$ cat src/rtl/alu_op_sequencer.sv
// alu_op_sequencer: command front end for the 32-bit combinational ALU.
// Decodes opcodes into the ALU's one-hot control lines, runs multi-bit
// shifts as repeated 1-bit ALU passes, and returns a registered response.
//
// state   | meaning
// --------+---------------------------------------------------------
// S_IDLE  | waiting for a command, cmd_ready high
// S_EXEC  | single ALU pass for ADD/SUB/AND/OR, result captured
// S_SHIFT | one 1-bit shift pass per cycle until the count runs out
// S_RESP  | response presented, held until rsp_ready
module alu_op_sequencer #(
  parameter int WIDTH   = 32,
  parameter int SHAMT_W = 5
) (
  input  logic               i_clk,
  input  logic               i_rst_n,
  input  logic               i_cmd_valid,
  output logic               o_cmd_ready,
  input  logic [2:0]         i_cmd_op,
  input  logic [WIDTH-1:0]   i_cmd_a,
  input  logic [WIDTH-1:0]   i_cmd_b,
  input  logic [SHAMT_W-1:0] i_cmd_shamt,
  output logic [WIDTH-1:0]   o_alu_a,
  output logic [WIDTH-1:0]   o_alu_b,
  output logic               o_alu_AS,
  output logic               o_alu_sub,
  output logic               o_alu_Shift,
  output logic               o_alu_shift_left,
  output logic               o_alu_bitwiseAND,
  output logic               o_alu_bitwiseOR,
  input  logic [WIDTH-1:0]   i_alu_out,
  input  logic               i_alu_cout,
  output logic               o_rsp_valid,
  input  logic               i_rsp_ready,
  output logic [WIDTH-1:0]   o_rsp_result,
  output logic               o_rsp_cout,
  output logic               o_rsp_err
);

  localparam logic [2:0] OP_ADD = 3'b000;
  localparam logic [2:0] OP_SUB = 3'b001;
  localparam logic [2:0] OP_AND = 3'b010;
  localparam logic [2:0] OP_OR  = 3'b011;
  localparam logic [2:0] OP_SHL = 3'b100;
  localparam logic [2:0] OP_SHR = 3'b101;

  typedef enum logic [1:0] {
    S_IDLE  = 2'd0,
    S_EXEC  = 2'd1,
    S_SHIFT = 2'd2,
    S_RESP  = 2'd3
  } state_t;

  state_t             r_state;
  logic [WIDTH-1:0]   r_op_a;
  logic [WIDTH-1:0]   r_op_b;
  logic [SHAMT_W-1:0] r_cnt;
  logic               r_as;
  logic               r_sub;
  logic               r_shift;
  logic               r_shl;
  logic               r_and;
  logic               r_or;
  logic               r_rsp_valid;
  logic [WIDTH-1:0]   r_rsp_result;
  logic               r_rsp_cout;
  logic               r_rsp_err;

  // Ready is gated by reset so nothing is accepted while reset is asserted.
  assign o_cmd_ready      = i_rst_n & (r_state == S_IDLE);

  assign o_alu_a          = r_op_a;
  assign o_alu_b          = r_op_b;
  assign o_alu_AS         = r_as;
  assign o_alu_sub        = r_sub;
  assign o_alu_Shift      = r_shift;
  assign o_alu_shift_left = r_shl;
  assign o_alu_bitwiseAND = r_and;
  assign o_alu_bitwiseOR  = r_or;
  assign o_rsp_valid      = r_rsp_valid;
  assign o_rsp_result     = r_rsp_result;
  assign o_rsp_cout       = r_rsp_cout;
  assign o_rsp_err        = r_rsp_err;

  // Sequencer FSM; control lines are registered and set on entry to
  // EXEC/SHIFT, cleared on the edge that leaves them.
  always_ff @(posedge i_clk or negedge i_rst_n) begin
    if (!i_rst_n) begin
      r_state      <= S_IDLE;
      r_op_a       <= '0;
      r_op_b       <= '0;
      r_cnt        <= '0;
      r_as         <= 1'b0;
      r_sub        <= 1'b0;
      r_shift      <= 1'b0;
      r_shl        <= 1'b0;
      r_and        <= 1'b0;
      r_or         <= 1'b0;
      r_rsp_valid  <= 1'b0;
      r_rsp_result <= '0;
      r_rsp_cout   <= 1'b0;
      r_rsp_err    <= 1'b0;
    end else begin
      case (r_state)
        S_IDLE: begin
          if (i_cmd_valid) begin
            r_op_a    <= i_cmd_a;
            r_op_b    <= i_cmd_b;
            r_cnt     <= i_cmd_shamt;
            r_rsp_err <= 1'b0;
            case (i_cmd_op)
              OP_ADD, OP_SUB, OP_AND, OP_OR: begin
                r_as    <= (i_cmd_op == OP_ADD) || (i_cmd_op == OP_SUB);
                r_sub   <= (i_cmd_op == OP_SUB);
                r_and   <= (i_cmd_op == OP_AND);
                r_or    <= (i_cmd_op == OP_OR);
                r_state <= S_EXEC;
              end
              OP_SHL, OP_SHR: begin
                if (i_cmd_shamt != '0) begin
                  r_shift <= 1'b1;
                  r_shl   <= (i_cmd_op == OP_SHL);
                  r_state <= S_SHIFT;
                end else begin
                  // Zero-length shift: operand passes straight through.
                  r_rsp_result <= i_cmd_a;
                  r_rsp_cout   <= 1'b0;
                  r_rsp_valid  <= 1'b1;
                  r_state      <= S_RESP;
                end
              end
              default: begin
                r_rsp_result <= '0;
                r_rsp_cout   <= 1'b0;
                r_rsp_err    <= 1'b1;
                r_rsp_valid  <= 1'b1;
                r_state      <= S_RESP;
              end
            endcase
          end
        end
        S_EXEC: begin
          r_rsp_result <= i_alu_out;
          r_rsp_cout   <= r_as ? i_alu_cout : 1'b0;
          r_rsp_valid  <= 1'b1;
          r_as         <= 1'b0;
          r_sub        <= 1'b0;
          r_and        <= 1'b0;
          r_or         <= 1'b0;
          r_state      <= S_RESP;
        end
        S_SHIFT: begin
          r_op_a <= i_alu_out;
          r_cnt  <= r_cnt - 1'b1;
          if (r_cnt == SHAMT_W'(1)) begin
            r_rsp_result <= i_alu_out;
            r_rsp_cout   <= 1'b0;
            r_rsp_valid  <= 1'b1;
            r_shift      <= 1'b0;
            r_shl        <= 1'b0;
            r_state      <= S_RESP;
          end
        end
        S_RESP: begin
          if (i_rsp_ready) begin
            r_rsp_valid <= 1'b0;
            r_state     <= S_IDLE;
          end
        end
        default: begin
          r_state <= S_IDLE;
        end
      endcase
    end
  end

endmodule

$ cat config.mk
export PLATFORM = sky130hd
export DESIGN_NAME = alu_op_sequencer
export DESIGN_NICKNAME = d
export VERILOG_FILES = /design/src/rtl/alu_op_sequencer.sv
export SDC_FILE = /design/constraint.sdc
export NUM_CORES = 1
export LEC_CHECK = 0
export ABC_CLOCK_PERIOD_IN_PS = 4600
export BUFFER_PORTS_ARGS = -buffer_cell sky130_fd_sc_hd__buf_2
export CORE_ASPECT_RATIO = 1.4
export CORE_MARGIN = 1
export CORE_UTILIZATION = 45
export CTS_CLUSTER_DIAMETER = 30
export DETAILED_ROUTE_END_ITERATION = 16
export PLACE_DENSITY = 0.85
export SYNTH_ARGS = -nofsm -noshare
export SYNTH_HDL_FRONTEND = slang
export SYNTH_SLANG_ARGS = --single-unit
$ cat constraint.sdc
create_clock -name i_clk -period 4.6 [get_ports i_clk]
set_input_delay 0.23 -clock i_clk [delete_from_list [all_inputs] [get_ports i_clk]]
set_output_delay 0.23 -clock i_clk [all_outputs]
set_load 0.01 [all_outputs]
==> results.yml, run 1 <==
global_route:
  grt_pass1_wl_mm: 20.5
  grtUsageTotal_pct: 21.1
  grt_start_max_net_pins: 67
  grt_pass1_vias: 4309
  grt_antenna_before_repair: 0
  overflow: 0
placement:
  dp_hpwl_mm: 9.43
  io_buffers: 214
  place.gp.congestion: 0.806
  dp.cells: 822
synthesis:
  yosysWarnings: 0
  syn_avg_cell_area_um2: 11.1
  ys_seq_elements: 112
  synthCells: 487
  synth_nets: 604
  synth_cell_types: 34
  syn_area_um2: 5420
  ys_seq_area_share_pct: 51.8
floorplan:
  start_util_pct: 46.0
  die_h_um: 132
  row_count: 47
  io_pins: 215
  die_area_um2: 12500
  die_w_um: 94.7
  core_um2: 11800
routing:
  drtIter0Drc: 153
  drc: 0
  postRouteAntennaNets: 0
  drtPass1Iterations: 4
  routed_wl_mm: 13.0
  routedWlPerCell_um: 15.5
  vias: 4322
  viasPerCell: 5.15
clocking:
  clkTransAtPathRegs_ps: 80
  root_buffer: "clkbuf_16"
  cts_resized: 0
  tritoncts: "done"
  insertion_delay_ps: 340
  cts_buffer_depth: 2
  postCtsHoldBufs: 1
  cts_made_buffers: 9
  clock_sinks: 112
  postCtsSetupBuffers: 0
  h-tree-depth: 3
critical_path:
  crit_buf_inv: 3
  cp_cell_sequence: "inv_1 > ha_2 > buf_4 > mux2_2 > buf_4 > nor2_1 > a21oi_1"
  cp_slowest_cell: "mux2_2"
  cp-start-kind: "flip-flop"
  cp.required_ps: 4860
  criticalPathCategory: "reg2reg"
  cpPeakStageDelay_ps: 710
  critPathMaxFanout: 41
  crit_arrival_ps: 3070
  cpLargestDelayFamily: "buffers and inverters"
  crit_top_cell: "buf_4"
  end_kind: "flip-flop"
run_status:
  status: "completed"
layout:
  regArea_um2: 2800
  n_fill_cell: 1024
  syn2layout_area_growth_pct: 26.7
  multi_input_area_um2: 2420
  final_cell_mix: "buf_2, dfrtp_1, nand2_1"
  drive_gt1_share_pct: 45.5
  stdcell_count: 839
  nets: 804
  antenna_cells: 0
  final_common_cell: "buf_2"
pwr:
  power_density_nw_per_um2: 760
  p_leak_nw: 3.40
  peakVddDrop_v: 0.000466
sta:
  max_freq_mhz: 356
  skew_ps: 10.8
  report.final.slew_viol_count: 0
  post-route-min-period_ps: 2810
  max-slew-margin-rel_pct: 30.6
  fin_crit_sh_pct: 61.1
  setup_viol: 0
  rsz0062_at_grt: "false"
  setup_tns_ps: 0
  finalHoldViolCount: 0
  worst_pin_slew_ps: 1040
worst_hold_path:
  hold_class: "in2reg"
flow_run:
  cap_viol_max_count: 0
-- logic make-up (layout without fill, tap and decap cells) --
logic type / after synthesis / in the layout / synth area share (%)
and+or+nand+nor: 134 / 134 / 10.4
AOI/OAI and AO/OA: 89 / 89 / 8.85
muxes: 106 / 106 / 23.3
buffers and inverters: 38 / 243 / 3.79
DFF: 112 / 112 / 51.8
adders and majority gates: 8 / 8 / 1.85
-- where the power goes --
group	switching [W]	internal, W
Combinational	0.00141	0.00128
Clock	0.000358	0.000442
Sequential	0.000262	0.00147
-- area by class of cell --
cell class                      count  share of cell area, %
Multi-Input combinational cell    337                   35.2
Inverter                            6                  0.328
Clock inverter                      5                  0.930
Sequential cell                   112                   40.9
Clock buffer                       11                   3.54
Timing Repair Buffer              221                   16.5
Tap cell                          147                   2.68
-- layer usage --
| layer | part of all wire, % | up-vias | GRT usage [%] |
|---|---|---|---|
| li1 | - | 2074 | - |
| met1 | 40 | 2058 | 24.9 |
| met2 | 51 | 171 | 37.0 |
| met3 | 6.4 | 19 | 3.92 |
| met4 | 2.2 | 0 | 8.75 |
| met5 | 0 | - | 0 |
-- per-stage QoR --
stage / worst slack, ps / power [W] / hold slack [ps] / utilization (%) / instance area, um2
5_1_grt: 1570 / 0.00560 / 99.1 / 58.3 / 6860
4_1_cts: 1810 / 0.00527 / 96.3 / 58.3 / 6860
6_report: 1790 / 0.00522 / 111 / 58.3 / 6860
2_1_floorplan: 2600 / 0.00369 / -65.6 / - / 5420
3_3_place_gp: 1950 / 0.00436 / 295 / 55.6 / 6540
3_5_place_dp: 1850 / 0.00446 / 294 / 55.6 / 6540
-- path summary, 6_finish.rpt --
check / slack (ps) / from / cells past startpoint / endpoint
worst min-delay path: 110 / i_cmd_b[20] / 2 / o_alu_b[20]
worst max-delay path: 1790 / r_state[0] / 7 / o_alu_a[3]
max in group asynchronous: 2910 / i_rst_n / 3 / r_cnt[3]
worst max register to register: 1790 / r_state[0] / 7 / o_alu_a[3]
min in group asynchronous: 440 / i_rst_n / 2 / o_rsp_result[29]
worst min register to register: 490 / o_alu_bitwiseOR / 2 / o_alu_bitwiseOR
-- Yosys cell counts, drive strengths merged --
| library cell | number | share of area, % |
|---|---|---|
| buf | 11 | 1.9 |
| or3 | 1 | 0.12 |
| mux2i | 35 | 6.5 |
| nor2b | 3 | 0.35 |
| a311o | 2 | 0.39 |
| nor2 | 40 | 2.8 |
| nand2b | 1 | 0.12 |
| nand4 | 1 | 0.12 |
| o31ai | 1 | 0.14 |
| a31oi | 2 | 0.23 |
| nand2 | 74 | 5.1 |
| inv | 6 | 0.42 |
| o21ai | 40 | 3.7 |
| a21oi | 39 | 3.6 |
| and2 | 1 | 0.12 |
| o22ai | 2 | 0.23 |
| o221a | 1 | 0.21 |
| dfrtp | 112 | 52 |
| nand3 | 5 | 0.46 |
| nor3b | 2 | 0.28 |
| o22a | 2 | 0.35 |
| nor3 | 3 | 0.28 |
| and3 | 2 | 0.23 |
| clkbuf | 21 | 1.5 |
| mux2 | 71 | 17 |
| nor4b | 1 | 0.44 |
| ha | 8 | 1.8 |
-- registers in the layout (all words and copies together), names as in the netlist, 2 cells and up --
signal	flops
o_alu_a	32
o_alu_b	32
o_rsp_result	32
r_cnt	5
r_state	2
No activity file was read; power rests on OpenSTA's default activity.
==> run 2: changes to the inputs <==
==> config.mk (replaced) <==
export PLATFORM = sky130hd
export DESIGN_NAME = alu_op_sequencer
export DESIGN_NICKNAME = d
export VERILOG_FILES = /design/src/rtl/alu_op_sequencer.sv
export SDC_FILE = /design/constraint.sdc
export NUM_CORES = 1
export LEC_CHECK = 0
export ABC_AREA = 1
export ABC_CLOCK_PERIOD_IN_PS = 2520
export BUFFER_PORTS_ARGS = -buffer_cell sky130_fd_sc_hd__buf_2
export CORE_ASPECT_RATIO = 1.4
export CORE_MARGIN = 1
export CORE_UTILIZATION = 44
export CTS_CLUSTER_DIAMETER = 30
export DETAILED_ROUTE_END_ITERATION = 16
export PLACE_DENSITY = 0.87
export SYNTH_ARGS = -nofsm -noshare
export SYNTH_HDL_FRONTEND = slang
export SYNTH_SLANG_ARGS = --single-unit
==> constraint.sdc (replaced) <==
create_clock -name i_clk -period 2.52 [get_ports i_clk]
set_input_delay 0.126 -clock i_clk [delete_from_list [all_inputs] [get_ports i_clk]]
set_output_delay 0.126 -clock i_clk [all_outputs]
set_load 0.01 [all_outputs]
==> run 2 against run 1 <==
Final cell count grew 16%; critical path type unchanged; first-iteration DRC count grew 27%; sequential share of layout area shrank 0.19 points; design area grew 0.47%; combinational power grew 86%; routed wire length grew 13%.
==> results.yml, run 2 <==
global_route:
  overflow: 0
  grt_antenna_before_repair: 0
  grtUsageTotal_pct: 23.8
  grt_start_max_net_pins: 48
  grt_pass1_wl_mm: 23.3
  grt_pass1_vias: 4852
critical_path:
  cp-start-kind: "flip-flop"
  crit_top_cell: "o21ai_0"
  cp_slowest_cell: "o21ai_4"
  r2r_slack_ps: 410
  end_kind: "flip-flop"
  cp.required_ps: 2750
  cp_cell_sequence: "inv_1 > ha_1 > o21ai_4 > o21ai_0 > a21oi_1 > o21ai_0"
  critPathMaxFanout: 23
  cpPeakStageDelay_ps: 570
  criticalPathCategory: "reg2reg"
  crit_arrival_ps: 2340
routing:
  routedWlPerCell_um: 15.1
  postRouteAntennaNets: 0
  drtIter0Drc: 194
  viasPerCell: 5.17
  vias: 5046
  drtPass1Iterations: 5
  drc: 0
  routed_wl_mm: 14.7
sta:
  max-slew-margin-rel_pct: 59.7
  setup_tns_ps: 0
  fin_crit_sh_pct: 83.9
  worst_slack_ps: 406
  worst_pin_slew_ps: 602
  report.final.slew_viol_count: 0
  rsz0062_at_grt: "false"
  max_freq_mhz: 473
  finalHoldViolCount: 0
  post-route-min-period_ps: 2110
  skew_ps: 9.47
  setup_viol: 0
clocking:
  root_buffer: "clkbuf_16"
  clock_sinks: 112
  cts_made_buffers: 9
  cts_buffer_depth: 2
  cts_resized: 0
  clkTransAtPathRegs_ps: 70
  insertion_delay_ps: 350
  h-tree-depth: 3
  postCtsSetupBuffers: 0
  postCtsHoldBufs: 8
  tritoncts: "done"
synthesis:
  synth_largest_area_cell: "dfrtp_1"
  synth.most_common_cell: "nand2_1"
  synth_cell_types: 25
  ys.flop_type: "dfrtp_1"
  syn_avg_cell_area_um2: 8.69
  ys_async_sr_fraction_pct: 100
  synth-edff-count: 0
  ys_seq_area_share_pct: 52.3
  synth_nets: 734
  syn_area_um2: 5360
  ys_seq_elements: 112
  synth_area_leaders: "dfrtp_1, nand2_1, mux2_2, a31oi_1, o21ai_0"
  synthCells: 617
  synth_common_cells: "nand2_1, dfrtp_1, nor2_1"
  synth_top_area_share_pct: 52.3
  yosysWarnings: 0
layout:
  drive_gt1_share_pct: 34.6
  nets: 941
  n_fill_cell: 1080
  syn2layout_area_growth_pct: 28.5
  final_cell_mix: "nand2_1, buf_2, dfrtp_1"
  antenna_cells: 0
  final_common_cell: "nand2_1"
pwr:
  power_density_nw_per_um2: 1380
  p_leak_nw: 3.62
  peakVddDrop_v: 0.000698
worst_hold_path:
  hold_class: "in2reg"
flow_run:
  cap_viol_max_count: 0
floorplan:
  start_util_pct: 45.1
  die_w_um: 95.3
  io_pins: 215
  die_area_um2: 12600
  row_count: 47
  core_um2: 11900
  die_h_um: 133
placement:
  io_buffers: 214
  place.gp.congestion: 0.789
  dp_hpwl_mm: 10.3
  dp_slack_ps: 405
run_status:
  status: "completed"
-- run 2: cell types whose count changed in the layout (fill, tap and decap cells not counted), moves of 30 or more --
cell / delta
mux2_4: -30
nand2_1: +146
nand3_1: +35
a31oi_1: +32
mux2i_1: -35
a21oi_1: -34
-- run 2: through the flow --
| stage | area, um2 | cells | total power, W | hold WS [ps] | util, % |
|---|---|---|---|---|---|
| 6_report | 6890 | 976 | 0.00950 | 8.38 | 58.0 |
| 5_1_grt | 6890 | 976 | 0.0103 | 9.17 | 58.0 |
| 4_1_cts | 6890 | 976 | 0.00956 | 0.886 | 58.0 |
| 3_5_place_dp | 6530 | 952 | 0.00818 | 138 | 55.0 |
| 3_3_place_gp | 6530 | 952 | 0.00799 | 131 | 55.0 |
| 2_1_floorplan | 5360 | 617 | 0.00650 | -170 | - |
-- run 2: worst paths after layout --
check	from	end	cells after the start
setup / recovery	r_state[0]	r_cnt[4]	6
hold / removal	i_cmd_b[22]	o_alu_b[22]	2
setup reg to reg	r_state[0]	r_cnt[4]	6
hold reg to reg	o_rsp_result[24]	o_rsp_result[24]	2
max in group asynchronous	i_rst_n	o_rsp_result[9]	3
min in group asynchronous	i_rst_n	o_alu_b[13]	2
-- run 2: critical path, delay by kind of cell, from the launching register on --
kind            cells  cell delay [ps]
compound gates      4             1110
flops               1              410
fa+ha+maj           1              370
buf+inv             1              110
-- run 2: kinds of logic after synthesis --
| group | Yosys count | synth area share [%] |
|---|---|---|
| adders and majority gates | 8 | 1.87 |
| muxes | 32 | 6.72 |
| buffers and inverters | 63 | 5.88 |
| DFF | 112 | 52.3 |
| AOI/OAI and AO/OA | 86 | 9.19 |
| and+or+nand+nor | 316 | 24.1 |
-- run 2: power breakdown --
group | leakage, nW | switching [W] | internal [W]
Clock | 0.135 | 0.000651 | 0.000726
Sequential | 1.34 | 0.000429 | 0.00268
Combinational | 2.15 | 0.00314 | 0.00187
Total | 3.62 | 0.00422 | 0.00528
-- run 2: per-layer routing --
layer  GRT usage, %  share of wire [%]
met1           28.8                 39
met2           40.8                 51
met3           4.66                7.1
met4           9.51                2.5
met5              0                  0
-- run 2: cell type report --
cell class,instances,area (um2),share of cell area (%)
sequential,112,2800,40.7
inverter,24,90.1,1.31
multi-input combinational,442,2250,32.7
clock inverter,4,28.8,0.417
timing repair buffer,235,1280,18.5
tap,147,184,2.67
clock buffer,12,256,3.72
